--- src/rtl/traffic_pkg.sv ---
// traffic_pkg: shared definitions for the intersection light-bus monitor.
//   - light codes {R,Y,G} one-hot
//   - decoded phase encoding (0..4)
//   - fault codes (0..5)
//   - sequence-tracker state type and successor helper
package traffic_pkg;

    localparam logic [2:0] RED = 3'b100;
    localparam logic [2:0] YEL = 3'b010;
    localparam logic [2:0] GRN = 3'b001;

    localparam logic [2:0] PH_ALL_RED = 3'd0;
    localparam logic [2:0] PH_HW_G    = 3'd1;
    localparam logic [2:0] PH_HW_Y    = 3'd2;
    localparam logic [2:0] PH_FARM_G  = 3'd3;
    localparam logic [2:0] PH_FARM_Y  = 3'd4;

    localparam logic [2:0] FC_NONE     = 3'd0;
    localparam logic [2:0] FC_CONFLICT = 3'd1;
    localparam logic [2:0] FC_ENCODING = 3'd2;
    localparam logic [2:0] FC_SEQUENCE = 3'd3;
    localparam logic [2:0] FC_SHORT    = 3'd4;
    localparam logic [2:0] FC_STUCK    = 3'd5;

    typedef enum logic [2:0] {
        ST_SYNC = 3'd0,
        ST_HWG  = 3'd1,
        ST_HWY  = 3'd2,
        ST_AR1  = 3'd3,
        ST_FG   = 3'd4,
        ST_FY   = 3'd5,
        ST_AR2  = 3'd6
    } seq_state_t;

    // Phase that must follow the phase tracked by a locked state.
    function automatic logic [2:0] expected_phase(input seq_state_t s);
        logic [2:0] p;
        case (s)
            ST_HWG:  p = PH_HW_Y;
            ST_HWY:  p = PH_ALL_RED;
            ST_AR1:  p = PH_FARM_G;
            ST_FG:   p = PH_FARM_Y;
            ST_FY:   p = PH_ALL_RED;
            ST_AR2:  p = PH_HW_G;
            default: p = PH_HW_G;
        endcase
        return p;
    endfunction

endpackage

--- src/rtl/traffic_light_monitor_if.sv ---
// traffic_light_monitor_if: light-bus observation interface.
//   master: drives light_highway, light_farm, fault_clear; observes results.
//   slave : the monitor; consumes the lights and drives fault/phase reports.
//   cycle_count exists only when TRAFFIC_MONITOR_STATS_EN is defined.
interface traffic_light_monitor_if #(
    parameter int CNT_W = 8
);
    logic [2:0]       light_highway;
    logic [2:0]       light_farm;
    logic             fault_clear;
    logic             fault;
    logic [2:0]       fault_code;
    logic             in_sync;
    logic [2:0]       cur_phase;
    logic             phase_done;
    logic [2:0]       done_phase;
    logic [CNT_W-1:0] phase_len;
`ifdef TRAFFIC_MONITOR_STATS_EN
    logic [15:0]      cycle_count;
`endif

    modport master (
        output light_highway, light_farm, fault_clear,
        input  fault, fault_code, in_sync, cur_phase, phase_done, done_phase, phase_len
`ifdef TRAFFIC_MONITOR_STATS_EN
        , input cycle_count
`endif
    );

    modport slave (
        input  light_highway, light_farm, fault_clear,
        output fault, fault_code, in_sync, cur_phase, phase_done, done_phase, phase_len
`ifdef TRAFFIC_MONITOR_STATS_EN
        , output cycle_count
`endif
    );

endinterface

--- src/rtl/traffic_light_monitor_decode.sv ---
// light_decode: classifies one road's 3-bit {R,Y,G} light code.
//   code    in  3  light code
//   is_red/is_yel/is_grn  out  legal single-lamp codes
//   illegal out  code is not one of 100/010/001
module light_decode
    import traffic_pkg::*;
(
    input  logic [2:0] code,
    output logic       is_red,
    output logic       is_yel,
    output logic       is_grn,
    output logic       illegal
);

    // One-hot classification; anything else is an encoding error.
    always_comb begin
        is_red  = 1'b0;
        is_yel  = 1'b0;
        is_grn  = 1'b0;
        illegal = 1'b0;
        case (code)
            RED:     is_red  = 1'b1;
            YEL:     is_yel  = 1'b1;
            GRN:     is_grn  = 1'b1;
            default: illegal = 1'b1;
        endcase
    end

endmodule

--- src/rtl/traffic_light_monitor.sv ---
// traffic_light_monitor: passive safety checker for the intersection light bus.
//   clk    in  system clock, rising edge
//   reset  in  synchronous active-high reset
//   bus    slave modport of traffic_light_monitor_if (lights, fault_clear in;
//          fault, fault_code, in_sync, cur_phase, phase_done, done_phase,
//          phase_len out)
// Optional build macro TRAFFIC_MONITOR_STATS_EN adds bus.cycle_count, the
// number of completed locked AR2->HWG transitions.
// Lights are registered once; every check runs on the registered pair and
// every output is registered, giving two cycles from input to output.
module traffic_light_monitor
    import traffic_pkg::*;
#(
    parameter int CNT_W          = 8,
    parameter int HW_GREEN_MIN   = 25,
    parameter int FARM_GREEN_MIN = 15,
    parameter int YELLOW_LEN     = 5,
    parameter int YELLOW_TOL     = 2,
    parameter int ALLRED_MIN     = 2,
    parameter int WATCHDOG       = 64
)
(
    input logic                    clk,
    input logic                    reset,
    traffic_light_monitor_if.slave bus
);

    localparam logic [CNT_W-1:0] CNT_MAX_C = {CNT_W{1'b1}};
    localparam logic [CNT_W-1:0] CNT_ONE_C = CNT_W'(1);
    localparam logic [CNT_W-1:0] HW_MIN_C  = CNT_W'(HW_GREEN_MIN);
    localparam logic [CNT_W-1:0] FG_MIN_C  = CNT_W'(FARM_GREEN_MIN);
    localparam logic [CNT_W-1:0] Y_MIN_C   = CNT_W'(YELLOW_LEN);
    localparam logic [CNT_W-1:0] Y_MAX_C   = CNT_W'(YELLOW_LEN + YELLOW_TOL);
    localparam logic [CNT_W-1:0] AR_MIN_C  = CNT_W'(ALLRED_MIN);
    localparam logic [CNT_W-1:0] WD_C      = CNT_W'(WATCHDOG);

    logic [2:0]       hw_r, farm_r, prev_hw_r, prev_farm_r;
    logic             hw_red_s, hw_yel_s, hw_grn_s, hw_ill_s;
    logic             farm_red_s, farm_yel_s, farm_grn_s, farm_ill_s;
    logic             conflict_s, illegal_s, change_s, short_s;
    logic [2:0]       phase_s, fault_ev_s;
    logic [CNT_W-1:0] cnt_r, cnt_nxt_s;
    seq_state_t       state_r, state_nxt_s;
    logic             fault_r, in_sync_r, phase_done_r;
    logic [2:0]       fault_code_r, cur_phase_r, done_phase_r;
    logic [CNT_W-1:0] phase_len_r;

    light_decode u_dec_hw (
        .code    (hw_r),
        .is_red  (hw_red_s),
        .is_yel  (hw_yel_s),
        .is_grn  (hw_grn_s),
        .illegal (hw_ill_s)
    );

    light_decode u_dec_farm (
        .code    (farm_r),
        .is_red  (farm_red_s),
        .is_yel  (farm_yel_s),
        .is_grn  (farm_grn_s),
        .illegal (farm_ill_s)
    );

    // Single input register stage; resets to an all-red pair.
    always_ff @(posedge clk) begin
        if (reset) begin
            hw_r   <= RED;
            farm_r <= RED;
        end else begin
            hw_r   <= bus.light_highway;
            farm_r <= bus.light_farm;
        end
    end

    // Pair classification and phase decode; phase_s is meaningful only when
    // the pair is legal (exactly one road may be non-red).
    always_comb begin
        conflict_s = !hw_red_s && !farm_red_s;
        illegal_s  = hw_ill_s || farm_ill_s;
        change_s   = (hw_r != prev_hw_r) || (farm_r != prev_farm_r);
        if (hw_grn_s) begin
            phase_s = PH_HW_G;
        end else if (hw_yel_s) begin
            phase_s = PH_HW_Y;
        end else if (farm_grn_s) begin
            phase_s = PH_FARM_G;
        end else if (farm_yel_s) begin
            phase_s = PH_FARM_Y;
        end else begin
            phase_s = PH_ALL_RED;
        end
    end

    // Saturating duration counter, reloaded to 1 on the first cycle of a phase.
    always_comb begin
        if (change_s) begin
            cnt_nxt_s = CNT_ONE_C;
        end else if (cnt_r == CNT_MAX_C) begin
            cnt_nxt_s = cnt_r;
        end else begin
            cnt_nxt_s = cnt_r + CNT_ONE_C;
        end
    end

    // Length rule for the phase that the locked tracker is leaving.
    always_comb begin
        case (state_r)
            ST_HWG:         short_s = (cnt_r < HW_MIN_C);
            ST_FG:          short_s = (cnt_r < FG_MIN_C);
            ST_HWY, ST_FY:  short_s = (cnt_r < Y_MIN_C) || (cnt_r > Y_MAX_C);
            ST_AR1, ST_AR2: short_s = (cnt_r < AR_MIN_C);
            default:        short_s = 1'b0;
        endcase
    end

    // Fault event this cycle; the chain order makes the lowest code win.
    always_comb begin
        if (conflict_s) begin
            fault_ev_s = FC_CONFLICT;
        end else if (illegal_s) begin
            fault_ev_s = FC_ENCODING;
        end else if (change_s && (state_r != ST_SYNC) && (phase_s != expected_phase(state_r))) begin
            fault_ev_s = FC_SEQUENCE;
        end else if (change_s && (state_r != ST_SYNC) && short_s) begin
            fault_ev_s = FC_SHORT;
        end else if (cnt_nxt_s >= WD_C) begin
            fault_ev_s = FC_STUCK;
        end else begin
            fault_ev_s = FC_NONE;
        end
    end

    // Sequence tracker next state; any fault drops back to SYNC.
    always_comb begin
        state_nxt_s = state_r;
        if (fault_ev_s != FC_NONE) begin
            state_nxt_s = ST_SYNC;
        end else if (change_s) begin
            case (state_r)
                ST_SYNC: state_nxt_s = (phase_s == PH_HW_G) ? ST_HWG : ST_SYNC;
                ST_HWG:  state_nxt_s = ST_HWY;
                ST_HWY:  state_nxt_s = ST_AR1;
                ST_AR1:  state_nxt_s = ST_FG;
                ST_FG:   state_nxt_s = ST_FY;
                ST_FY:   state_nxt_s = ST_AR2;
                ST_AR2:  state_nxt_s = ST_HWG;
                default: state_nxt_s = ST_SYNC;
            endcase
        end else begin
            state_nxt_s = state_r;
        end
    end

    // Tracker state, duration counter and previous-pair history.
    always_ff @(posedge clk) begin
        if (reset) begin
            state_r     <= ST_SYNC;
            cnt_r       <= '0;
            prev_hw_r   <= RED;
            prev_farm_r <= RED;
            in_sync_r   <= 1'b0;
        end else begin
            state_r     <= state_nxt_s;
            cnt_r       <= cnt_nxt_s;
            prev_hw_r   <= hw_r;
            prev_farm_r <= farm_r;
            in_sync_r   <= (state_nxt_s != ST_SYNC);
        end
    end

    // Sticky fault: first code latches; a fault coinciding with clear wins.
    always_ff @(posedge clk) begin
        if (reset) begin
            fault_r      <= 1'b0;
            fault_code_r <= FC_NONE;
        end else if ((fault_ev_s != FC_NONE) && (!fault_r || bus.fault_clear)) begin
            fault_r      <= 1'b1;
            fault_code_r <= fault_ev_s;
        end else if (bus.fault_clear) begin
            fault_r      <= 1'b0;
            fault_code_r <= FC_NONE;
        end else begin
            fault_r      <= fault_r;
            fault_code_r <= fault_code_r;
        end
    end

    // Phase reporting; cur_phase only follows legal pairs, so an illegal
    // interval is reported under the last legal phase.
    always_ff @(posedge clk) begin
        if (reset) begin
            cur_phase_r  <= PH_ALL_RED;
            phase_done_r <= 1'b0;
            done_phase_r <= PH_ALL_RED;
            phase_len_r  <= '0;
        end else begin
            cur_phase_r  <= (conflict_s || illegal_s) ? cur_phase_r : phase_s;
            phase_done_r <= change_s;
            done_phase_r <= change_s ? cur_phase_r : done_phase_r;
            phase_len_r  <= change_s ? cnt_r : phase_len_r;
        end
    end

    assign bus.fault      = fault_r;
    assign bus.fault_code = fault_code_r;
    assign bus.in_sync    = in_sync_r;
    assign bus.cur_phase  = cur_phase_r;
    assign bus.phase_done = phase_done_r;
    assign bus.done_phase = done_phase_r;
    assign bus.phase_len  = phase_len_r;

`ifdef TRAFFIC_MONITOR_STATS_EN
    logic [15:0] cycle_count_r;
    logic        wrap_s;

    assign wrap_s = change_s && (state_r == ST_AR2) && (fault_ev_s == FC_NONE);

    // Completed-cycle counter; wraps naturally and freezes while faulted.
    always_ff @(posedge clk) begin
        if (reset) begin
            cycle_count_r <= 16'd0;
        end else if (wrap_s && !fault_r) begin
            cycle_count_r <= cycle_count_r + 16'd1;
        end else begin
            cycle_count_r <= cycle_count_r;
        end
    end

    assign bus.cycle_count = cycle_count_r;
`endif

endmodule

--- src/flat_wrapper.sv ---
// flat-port wrapper written by rule: the top's interface ports become plain ports
module traffic_light_monitor_flat import traffic_pkg::*;
#(
    parameter int CNT_W          = 8,
    parameter int HW_GREEN_MIN   = 25,
    parameter int FARM_GREEN_MIN = 15,
    parameter int YELLOW_LEN     = 5,
    parameter int YELLOW_TOL     = 2,
    parameter int ALLRED_MIN     = 2,
    parameter int WATCHDOG       = 64
)
  (clk, reset, bus_light_highway, bus_light_farm, bus_fault_clear, bus_fault, bus_fault_code, bus_in_sync, bus_cur_phase, bus_phase_done, bus_done_phase, bus_phase_len);
  traffic_light_monitor_if #(.CNT_W(CNT_W)) bus_i ();
  input logic clk;
  input logic reset;
  input wire logic [$bits(bus_i.light_highway)-1:0] bus_light_highway;
  input wire logic [$bits(bus_i.light_farm)-1:0] bus_light_farm;
  input wire logic [$bits(bus_i.fault_clear)-1:0] bus_fault_clear;
  output wire logic [$bits(bus_i.fault)-1:0] bus_fault;
  output wire logic [$bits(bus_i.fault_code)-1:0] bus_fault_code;
  output wire logic [$bits(bus_i.in_sync)-1:0] bus_in_sync;
  output wire logic [$bits(bus_i.cur_phase)-1:0] bus_cur_phase;
  output wire logic [$bits(bus_i.phase_done)-1:0] bus_phase_done;
  output wire logic [$bits(bus_i.done_phase)-1:0] bus_done_phase;
  output wire logic [$bits(bus_i.phase_len)-1:0] bus_phase_len;
  assign bus_i.light_highway = bus_light_highway;
  assign bus_i.light_farm = bus_light_farm;
  assign bus_i.fault_clear = bus_fault_clear;
  assign bus_fault = bus_i.fault;
  assign bus_fault_code = bus_i.fault_code;
  assign bus_in_sync = bus_i.in_sync;
  assign bus_cur_phase = bus_i.cur_phase;
  assign bus_phase_done = bus_i.phase_done;
  assign bus_done_phase = bus_i.done_phase;
  assign bus_phase_len = bus_i.phase_len;
  traffic_light_monitor #(.CNT_W(CNT_W), .HW_GREEN_MIN(HW_GREEN_MIN), .FARM_GREEN_MIN(FARM_GREEN_MIN), .YELLOW_LEN(YELLOW_LEN), .YELLOW_TOL(YELLOW_TOL), .ALLRED_MIN(ALLRED_MIN), .WATCHDOG(WATCHDOG)) u_core (.clk(clk), .reset(reset), .bus(bus_i));
endmodule
--- config.mk ---
export PLATFORM = sky130hd
export DESIGN_NAME = traffic_light_monitor_flat
export DESIGN_NICKNAME = d
export VERILOG_FILES = /design/src/rtl/traffic_pkg.sv /design/src/rtl/traffic_light_monitor_if.sv /design/src/rtl/traffic_light_monitor_decode.sv /design/src/rtl/traffic_light_monitor.sv /design/src/flat_wrapper.sv
export SDC_FILE = /design/constraint.sdc
export NUM_CORES = 1
export LEC_CHECK = 0
export CAP_MARGIN = 20
export CORE_MARGIN = 2
export CORE_UTILIZATION = 65
export DETAILED_ROUTE_END_ITERATION = 7
export DONT_BUFFER_PORTS = 1
export PLACE_DENSITY_LB_ADDON = 0.25
export SLEW_MARGIN = 10
export SYNTH_ARGS = -nofsm -noshare
export SYNTH_HDL_FRONTEND = slang
export SYNTH_SLANG_ARGS = --single-unit
--- constraint.sdc ---
create_clock -name clk -period 6.4 [get_ports clk]
set_clock_uncertainty 0.15 [all_clocks]
set_input_delay 1.28 -clock clk [delete_from_list [all_inputs] [get_ports clk]]
set_output_delay 1.28 -clock clk [all_outputs]
set_load 0.02 [all_outputs]
==> results of run 1 <==
-- worst max-delay path, cell delays in order, from the launching register on --
cell and delay, ns:
dfxtp_1 0.44, ha_1 0.27, and4_1 0.25, nand3_1 0.11
o32ai_1 0.37, o22ai_1 0.26, a2111oi_4 0.45, nand2b_2 0.15
a211oi_2 0.16
-- per-stage QoR --
stage / area [um2] / total power, mW / setup WS [ns] / util, % / hold slack, ns
2_1_floorplan: 2140 / 0.332 / 4.15 / - / 0.324
3_3_place_gp: 2110 / 0.336 / 3.95 / 67.9 / 0.354
3_5_place_dp: 2110 / 0.337 / 3.82 / 67.9 / 0.364
4_1_cts: 2170 / 0.476 / 3.77 / 69.9 / 0.389
5_1_grt: 2170 / 0.494 / 3.60 / 69.9 / 0.411
6_report: 2170 / 0.472 / 3.73 / 69.9 / 0.388
-- metal layers --
layer | routed length (um) | part of all wire, %
met5 | 0 | 0
met4 | 64 | 1.6
met3 | 284 | 7.0
met2 | 1730 | 43
met1 | 1970 | 49
-- report_power, final --
part	internal, mW	switching, mW	leakage, nW	total, mW
registers	0.276	0.0143	0.351	0.290
clock network	0.0464	0.0949	0.0362	0.141
logic	0.0179	0.0230	0.335	0.0410
total	0.340	0.132	0.722	0.472
-- sequential cells by signal (all words and copies together) (netlist names) --
signal,flops
u_core.bus.done_phase,3
u_core.bus.fault_code,3
u_core.bus.in_sync,1
u_core.bus.fault,1
u_core.prev_hw_r,3
u_core.cnt_r,8
u_core.bus.cur_phase,3
u_core.prev_farm_r,3
u_core.state_r,3
u_core.bus.phase_len,8
u_core.hw_r,3
u_core.farm_r,3
u_core.bus.phase_done,1
-- kinds of logic (layout without fill, tap and decap cells) --
kind of cell               Yosys count  in the layout  share of synthesized area (%)
and+or+nand+nor                    113            113                           28.2
adders and majority gates            2              2                           1.17
DFF                                 43             43                           40.3
AOI/OAI and AO/OA                   54             54                           18.5
buffers and inverters               23             13                           5.15
xor gates and xnor gates            12             12                           5.27
muxes                                3              3                           1.46
-- final timing paths --
path | from | endpoint | slack (ns) | cells past startpoint
hold reg to reg | u_core.cnt_r[0]$_SDFF_PP0_ | u_core.bus.phase_len[0]$_SDFFE_PP0N_ | 0.39 | 2
hold / removal | u_core.cnt_r[0]$_SDFF_PP0_ | u_core.bus.phase_len[0]$_SDFFE_PP0N_ | 0.39 | 2
setup reg to reg | u_core.cnt_r[0]$_SDFF_PP0_ | u_core.bus.in_sync$_SDFF_PP0_ | 3.73 | 8
setup / recovery | u_core.cnt_r[0]$_SDFF_PP0_ | u_core.bus.in_sync$_SDFF_PP0_ | 3.73 | 8
-- cell usage after synthesis, types with 2 or more instances --
master / number / area (um2)
a22oi_1: 2 / 15.0
xnor2_1: 9 / 78.8
and3_1: 2 / 12.5
dfxtp_1: 43 / 861
nand3b_1: 2 / 15.0
nor3_1: 4 / 20.0
or2_2: 7 / 43.8
clkbuf_1: 8 / 30.0
o211ai_1: 2 / 15.0
o22ai_1: 2 / 12.5
nor2b_1: 12 / 75.1
mux2i_1: 2 / 20.0
nor4b_1: 3 / 26.3
xor2_1: 2 / 17.5
and2_1: 2 / 12.5
o21ai_0: 6 / 30.0
buf_4: 2 / 15.0
nand3_1: 8 / 40.0
a21boi_0: 2 / 15.0
buf_2: 7 / 35.0
ha_1: 2 / 25.0
or3_1: 3 / 18.8
nor2_1: 21 / 78.8
nand2_1: 35 / 131
a221oi_4: 2 / 52.6
a21oi_1: 25 / 125
nor3b_1: 3 / 22.5
nand2b_1: 2 / 12.5
inv_1: 4 / 15.0
-- cell type report --
cell class | count | area, um2 | share of cell area (%)
multi-input combinational | 184 | 1170 | 53.8
sequential | 43 | 861 | 39.7
tap | 44 | 55.1 | 2.54
clock buffer | 5 | 37.5 | 1.73
clock inverter | 3 | 26.3 | 1.21
inverter | 4 | 15.0 | 0.692
timing repair buffer | 1 | 7.51 | 0.346
==> impl_metrics.json, run 1 <==
{
  "status": "completed",
  "grt_pass1_vias": 1448,
  "firstDrtPassIters": 4,
  "clk-insertion-delay-late_ns": 0.36,
  "dp_hpwl_mm": 2.93,
  "holdBufCountCts": 0,
  "totalWireLength_mm": 4.05,
  "drive_gt1_share_pct": 11.3,
  "p_leak_nw": 0.722,
  "syn_area_mm2": 0.00214,
  "critPathMaxFanout": 6,
  "worstMarginPinSlew_ns": 0.557,
  "vdd_drop_max_v": 0.000183,
  "hold_viol": 0,
  "avgRoutedWirePerCell_um": 14.3,
  "area.growth.synth_to_final_pct": 1.46,
  "cts.sinks": 43,
  "grt_max_degree": 35,
  "portBuffers": 0,
  "grt_overflow": 0,
  "final_common_cell": "dfxtp_1",
  "die_h_um": 61.4,
  "setup_viol": 0,
  "slew_violations": 0,
  "fp.dieW_um": 61.4,
  "synth_seq_area_share_pct": 40.3,
  "gp_routability_congestion": 0.890,
  "max-cap-violations": 0,
  "final_cells": 284,
  "synth.distinct_cells": 55,
  "grtUsageMet2_pct": 33.4,
  "synth_cells": 250,
  "yosysWarnings": 0,
  "initial_utilization_pct": 68.9,
  "period_minus_slack_ns": 2.67,
  "track_usage_pct": 24.3,
  "timing.fmax_ghz": 0.375,
  "grt_pass1_wl_mm": 6.82,
  "p_per_area_mw_per_mm2": 218,
  "cts_tree": "built",
  "vias": 1666,
  "antenna_left": 0,
  "ys_async_sr_fraction_pct": 0,
  "met3_usage_pct": 5.67,
  "dieArea_mm2": 0.00376,
  "required_ns": 6.55,
  "cts.path.max_buffers": 2,
  "clk_pin_slew_worst_paths_ns": 0.14,
  "antennaDiodeCount": 0,
  "ys_seq_elements": 43,
  "io_pins": 29,
  "top_usage_layer": "met1",
  "fin_crit_sh_pct": 41.7,
  "arrival_ns": 2.82,
  "slew_headroom_pct": 62.7,
  "final_cell_mix": "dfxtp_1, nand2_1, a21oi_1",
  "coreArea_mm2": 0.00310,
  "final_nets": 250,
  "n_fill_cell": 270,
  "crit_type": "reg2reg",
  "numCtsBuffers": 5,
  "synth-edff-count": 0,
  "synth_flop_cell": "dfxtp_1",
  "antenna_found_initial": 0,
  "viasPerCell": 5.87,
  "synth_area_per_cell_um2": 8.55,
  "dp_cells": 276,
  "hold_path.class": "reg2reg",
  "rsz0062_at_grt": "false",
  "cts-root-buf": "clkbuf_4",
  "setup_tns_ns": 0,
  "rows": 20,
  "syn_nets": 261,
  "drcViolationCount": 0,
  "drtIter0Drc": 78,
  "postCtsSetupBuffers": 0,
  "cts_resized": 0,
  "grt_use_met1_pct": 36.9,
  "cts_max_level": 2,
  "worstSetupStartpointType": "register",
  "cp-end-kind": "register"
}
No activity file was read; power rests on OpenSTA's default activity.
==> run 2, diff against run 1 <==
CORE_UTILIZATION = 56   (was 65)
clock period = 2.45 ns   (was 6.4 ns; I/O delays follow)
==> run 2 against run 1 <==
  * Fmax up 15%
  * Sequential power rose to 2.6 times the previous value
  * Critical path depth unchanged
  * Sequential share of layout area fell by 3.0 points
  * First-iteration DRC count is 38% higher
  * Setup slack got worse by 3.6 ns
  * Die area up 15%
  * Combinational power increased to 3.2 times the previous value
  * Cell area grew 8.8%
  * Via count grew 3.6%
  * Highest routed layer unchanged
==> impl_metrics.json, run 2 (same netlist as run 1, synthesis figures left out) <==
{
  "grt_pass1_wl_mm": 7.09,
  "clk_pin_slew_worst_paths_ns": 0.08,
  "regArea_um2": 866,
  "worstMarginPinSlew_ns": 0.607,
  "die_h_um": 65.8,
  "cts-root-buf": "clkbuf_8",
  "final_common_cell": "dfxtp_1",
  "timing.fmax_ghz": 0.429,
  "switching_share_pct": 25.8,
  "cts_tree": "built",
  "antenna_left": 0,
  "fp.dieW_um": 65.8,
  "io_pins": 29,
  "max-cap-violations": 0,
  "grt_max_degree": 35,
  "numCtsBuffers": 5,
  "gp_routability_congestion": 0.861,
  "fin_crit_sh_pct": 95.1,
  "viasPerCell": 5.70,
  "crit_family": "compound AO/OA/AOI/OAI gates",
  "rows": 22,
  "critPathBufInv": 0,
  "cp-end-kind": "register",
  "cts.path.max_buffers": 2,
  "initial_utilization_pct": 58.4,
  "vias": 1726,
  "max_stage_delay_ns": 0.38,
  "period_minus_slack_ns": 2.33,
  "p_leak_nw": 0.808,
  "cts_max_level": 2,
  "track_usage_pct": 21.3,
  "drive_gt1_share_pct": 20.4,
  "final_cells": 303,
  "multi_input_area_mm2": 0.00121,
  "totalWireLength_mm": 4.28,
  "vdd_drop_max_v": 0.000396,
  "cp_cell_sequence": "ha_2 -> nand3_1 -> a32o_1 -> a311oi_2 -> o22ai_2 -> a2111oi_4 -> nand2b_2 -> a211oi_2",
  "n_fill_cell": 315,
  "worstSetupStartpointType": "register",
  "dp_hpwl_mm": 2.99,
  "p_int_uw": 981,
  "power.switching_uw": 341,
  "required_ns": 2.52,
  "drtIter0Drc": 108,
  "clock_power_share_pct": 33.1,
  "final_nets": 265,
  "setup_viol": 0,
  "hold_path.class": "in2reg",
  "antennaDiodeCount": 0,
  "slew_headroom_pct": 59.4,
  "arrival_ns": 2.40,
  "antenna_found_initial": 0,
  "portBuffers": 0,
  "cts.sinks": 43,
  "grt_pass1_vias": 1586,
  "crit_type": "reg2reg",
  "grt_overflow": 0,
  "dieArea_mm2": 0.00433,
  "slew_violations": 0,
  "coreArea_mm2": 0.00366,
  "avgRoutedWirePerCell_um": 14.1,
  "final_area_mm2": 0.00236,
  "drcViolationCount": 0,
  "area.growth.synth_to_final_pct": 10.4,
  "p_comb_share_pct": 9.9,
  "critPathMaxFanout": 6,
  "placed_cell_area_mm2": 0.00222,
  "status": "completed",
  "hold_viol": 0,
  "p_per_area_mw_per_mm2": 560,
  "cpMaxStageDelayCell": "dfxtp_1",
  "clk-insertion-delay-late_ns": 0.30,
  "final_cell_mix": "dfxtp_1, nand2_1, a21oi_1",
  "dp_cells": 294,
  "power_frac_seq_pct": 57.1,
  "firstDrtPassIters": 4
}
run 2: power groups by stage:
stage | clock network [mW] | registers, mW | logic (mW)
floorplan | 0 | 0.756 | 0.111
global placement | 0 | 0.769 | 0.125
detailed placement | 0 | 0.769 | 0.126
CTS | 0.444 | 0.753 | 0.127
global route | 0.474 | 0.758 | 0.145
finish | 0.437 | 0.754 | 0.131
run 2: metrics by stage:
step	power (mW)	setup WS [ns]	util [%]	hold slack, ns	setup TNS [ns]
floorplan	0.868	0.198	-	0.324	0
global placement	0.894	-0.00212	60.5	0.384	-0.00212
detailed placement	0.895	-0.0896	60.5	0.372	-0.338
CTS	1.32	0.0718	63.1	0.0931	0
global route	1.38	-0.00111	64.5	0.0885	-0.00111
finish	1.32	0.120	64.5	0.101	0
run 2: what timing repair did:
action	in CTS	in global routing
endpoints found under the setup margin	6	7
cloned	0	0
setup buffers	0	1
pin swaps	1	2
gates resized for setup	1	12
hold buffers	0	0
run 2: final cells by class:
class / count / area share (%)
Tap cell: 48 / 2.55
Clock buffer: 6 / 3.08
Sequential cell: 43 / 36.7
Timing Repair Buffer: 16 / 5.09
Inverter: 4 / 0.636
Multi-Input combinational cell: 184 / 51.4
Clock inverter: 2 / 0.530
run 2: worst paths after layout:
check             cells after the start                        from  slack [ns]                                    to
setup reg to reg                      8  u_core.cnt_r[1]$_SDFF_PP0_        0.12         u_core.bus.in_sync$_SDFF_PP0_
setup / recovery                      8  u_core.cnt_r[1]$_SDFF_PP0_        0.12         u_core.bus.in_sync$_SDFF_PP0_
hold / removal                        1                       reset        0.10             u_core.hw_r[1]$_SDFF_PP0_
hold reg to reg                       2  u_core.cnt_r[5]$_SDFF_PP0_        0.38  u_core.bus.phase_len[5]$_SDFFE_PP0N_
run 2: metal layers:
metal / track usage (%) / up-vias / part of all wire, %
met5: 0 / - / 0
met2: 35.0 / 42 / 48
met1: 26.6 / 818 / 47
met4: 8.07 / 0 / 1.2
met3: 5.79 / 6 / 4.2
li1: - / 860 / -
==> run 3, diff against run 2 <==
ABC_CLOCK_PERIOD_IN_PS = 2450   (was default)
CAP_MARGIN = 15   (was 20)
CORE_UTILIZATION = 37   (was 56)
==> run 3 against run 2 <==
  * Critical path depth unchanged
  * Register-to-register slack got worse by 0.02 ns
  * Routed wire length up 5.8%
  * Critical path type unchanged
  * Global-route usage fell by 6.6 points
==> impl_metrics.json, run 3 (same netlist as run 1, synthesis figures left out) <==
{
  "worstMarginPinSlew_ns": 0.495,
  "setup_slack_ns": 0.0956,
  "grt_overflow": 0,
  "final_cells": 326,
  "slew_headroom_pct": 66.8,
  "die_h_um": 80.0,
  "period_minus_slack_ns": 2.35,
  "timing.fmax_ghz": 0.425,
  "dp_hpwl_mm": 3.16,
  "multi_input_area_mm2": 0.00122,
  "totalWireLength_mm": 4.52,
  "power.switching_uw": 353,
  "pre_cts_ws_ns": -0.0877,
  "area.growth.synth_to_final_pct": 13.9,
  "ff2ff_path_depth": 8,
  "coreArea_mm2": 0.00554,
  "hold_viol": 0,
  "cp-end-kind": "register",
  "fin_crit_sh_pct": 96.1,
  "max-cap-violations": 0,
  "p_per_area_mw_per_mm2": 601,
  "p_leak_nw": 0.825,
  "worstSetupStartpointType": "register",
  "firstDrtPassIters": 4,
  "setup_viol": 0,
  "critPathMaxFanout": 4,
  "rows": 27,
  "drtIter0Drc": 170,
  "rr_endpoint": "u_core.bus.in_sync$_SDFF_PP0_",
  "io_pins": 29,
  "clock_power_share_pct": 39.9,
  "avgRoutedWirePerCell_um": 13.9,
  "antennaDiodeCount": 0,
  "slew_violations": 0,
  "post-route-util_pct": 44.0,
  "required_ns": 2.52,
  "portBuffers": 0,
  "grt_pass1_wl_mm": 7.33,
  "grt_max_degree": 35,
  "status": "completed",
  "fp.dieW_um": 80.0,
  "cp-startpoint": "u_core.cnt_r[0]$_SDFF_PP0_",
  "cts-root-buf": "clkbuf_8",
  "regArea_um2": 876,
  "n_fill_cell": 550,
  "vdd_drop_max_v": 0.000375,
  "clk-insertion-delay-late_ns": 0.30,
  "cts.path.max_buffers": 2,
  "clk_pin_slew_worst_paths_ns": 0.08,
  "final_area_mm2": 0.00244,
  "placed_cell_area_mm2": 0.00224,
  "track_usage_pct": 14.7,
  "cts_max_level": 2,
  "drive_gt1_share_pct": 22.4,
  "dp_cells": 317,
  "gp_routability_congestion": 0.813,
  "antenna_found_initial": 0,
  "cts.sinks": 43,
  "hold_path.class": "in2reg",
  "cts_tree": "built",
  "viasPerCell": 5.26,
  "power_mw": 1.46,
  "rrSetupSlack_ns": 0.1,
  "r2r-start": "u_core.cnt_r[0]$_SDFF_PP0_",
  "final_nets": 264,
  "rsz0062_at_grt": "true",
  "crit_type": "reg2reg",
  "power_frac_seq_pct": 51.6,
  "p_int_mw": 1.11,
  "endpoint": "u_core.bus.in_sync$_SDFF_PP0_",
  "antenna_left": 0,
  "dieArea_mm2": 0.00640,
  "initial_utilization_pct": 38.6,
  "grt_pass1_vias": 1514,
  "numCtsBuffers": 5,
  "switching_share_pct": 24.1,
  "drcViolationCount": 0,
  "arrival_ns": 2.42,
  "vias": 1714,
  "final_cell_mix": "nand2_1, dfxtp_1, a21oi_1",
  "p_comb_share_pct": 8.5
}
==> run 3: cell count changes in the layout (fill, tap and decap cells not counted), sizes merged <==
cell	delta
buf	-1
bufinv	+1
clkinv	-1
clkinvlp	-1
inv	+1
==> run 3: worst max-delay path, stage by stage (launching register included) <==
cell and delay (ns):
dfxtp_2 0.37, ha_2 0.20, nand3_1 0.09, a32o_1 0.31
a311oi_2 0.32, o22ai_2 0.15, a2111oi_4 0.37, nand2b_2 0.15
a211oi_2 0.16
==> run 3: worst min-delay path by stage <==
stage,startpoint,endpoint,cells past startpoint
6_report,reset,u_core.hw_r[1]$_SDFF_PP0_,1
4_1_cts,reset,u_core.hw_r[1]$_SDFF_PP0_,1
3_3_place_gp,u_core.cnt_r[1]$_SDFF_PP0_,u_core.bus.phase_len[1]$_SDFFE_PP0N_,2
3_5_place_dp,u_core.cnt_r[1]$_SDFF_PP0_,u_core.bus.phase_len[1]$_SDFFE_PP0N_,2
2_1_floorplan,u_core.cnt_r[1]$_SDFF_PP0_,u_core.bus.phase_len[1]$_SDFFE_PP0N_,2
5_1_grt,reset,u_core.hw_r[1]$_SDFF_PP0_,1
==> run 3: repair_timing <==
action | CTS | global route
endpoints found under the setup margin | 6 | 7
hold buffers | 0 | 0
buffers inserted | 0 | 1
pin swaps | 1 | 3
gates resized for setup | 1 | 18
==> run 3: metrics by stage <==
| step | hold WS [ns] | TNS [ns] |
|---|---|---|
| finish | 0.0957 | 0 |
| global route | 0.0703 | -0.244 |
| CTS | 0.0923 | 0 |
| detailed placement | 0.366 | -0.257 |
| global placement | 0.368 | -0.00493 |
| floorplan | 0.324 | 0 |
==> run 3: power by group through the flow <==
stage	Clock (mW)	Combinational, mW	Sequential [mW]
2_1_floorplan	0	0.111	0.756
3_3_place_gp	0	0.121	0.772
3_5_place_dp	0	0.122	0.772
4_1_cts	0.596	0.123	0.756
5_1_grt	0.631	0.138	0.759
6_report	0.585	0.124	0.756
==> run 3: final cells by class <==
| cell class | count | share of cell area (%) |
|---|---|---|
| clock buffer | 6 | 3.39 |
| clock inverter | 2 | 1.59 |
| inverter | 4 | 0.616 |
| multi-input combinational | 184 | 50.1 |
| sequential | 43 | 36.0 |
| tap | 72 | 3.70 |
| timing repair buffer | 15 | 4.62 |
==> run 3: layer usage <==
| layer | global-route usage (%) | up-vias | wire length, um |
|---|---|---|---|
| li1 | - | 859 | - |
| met1 | 21.1 | 816 | 2260 |
| met2 | 21.3 | 33 | 2010 |
| met3 | 3.39 | 6 | 173 |
| met4 | 5.59 | 0 | 76 |
| met5 | 0 | - | 0 |
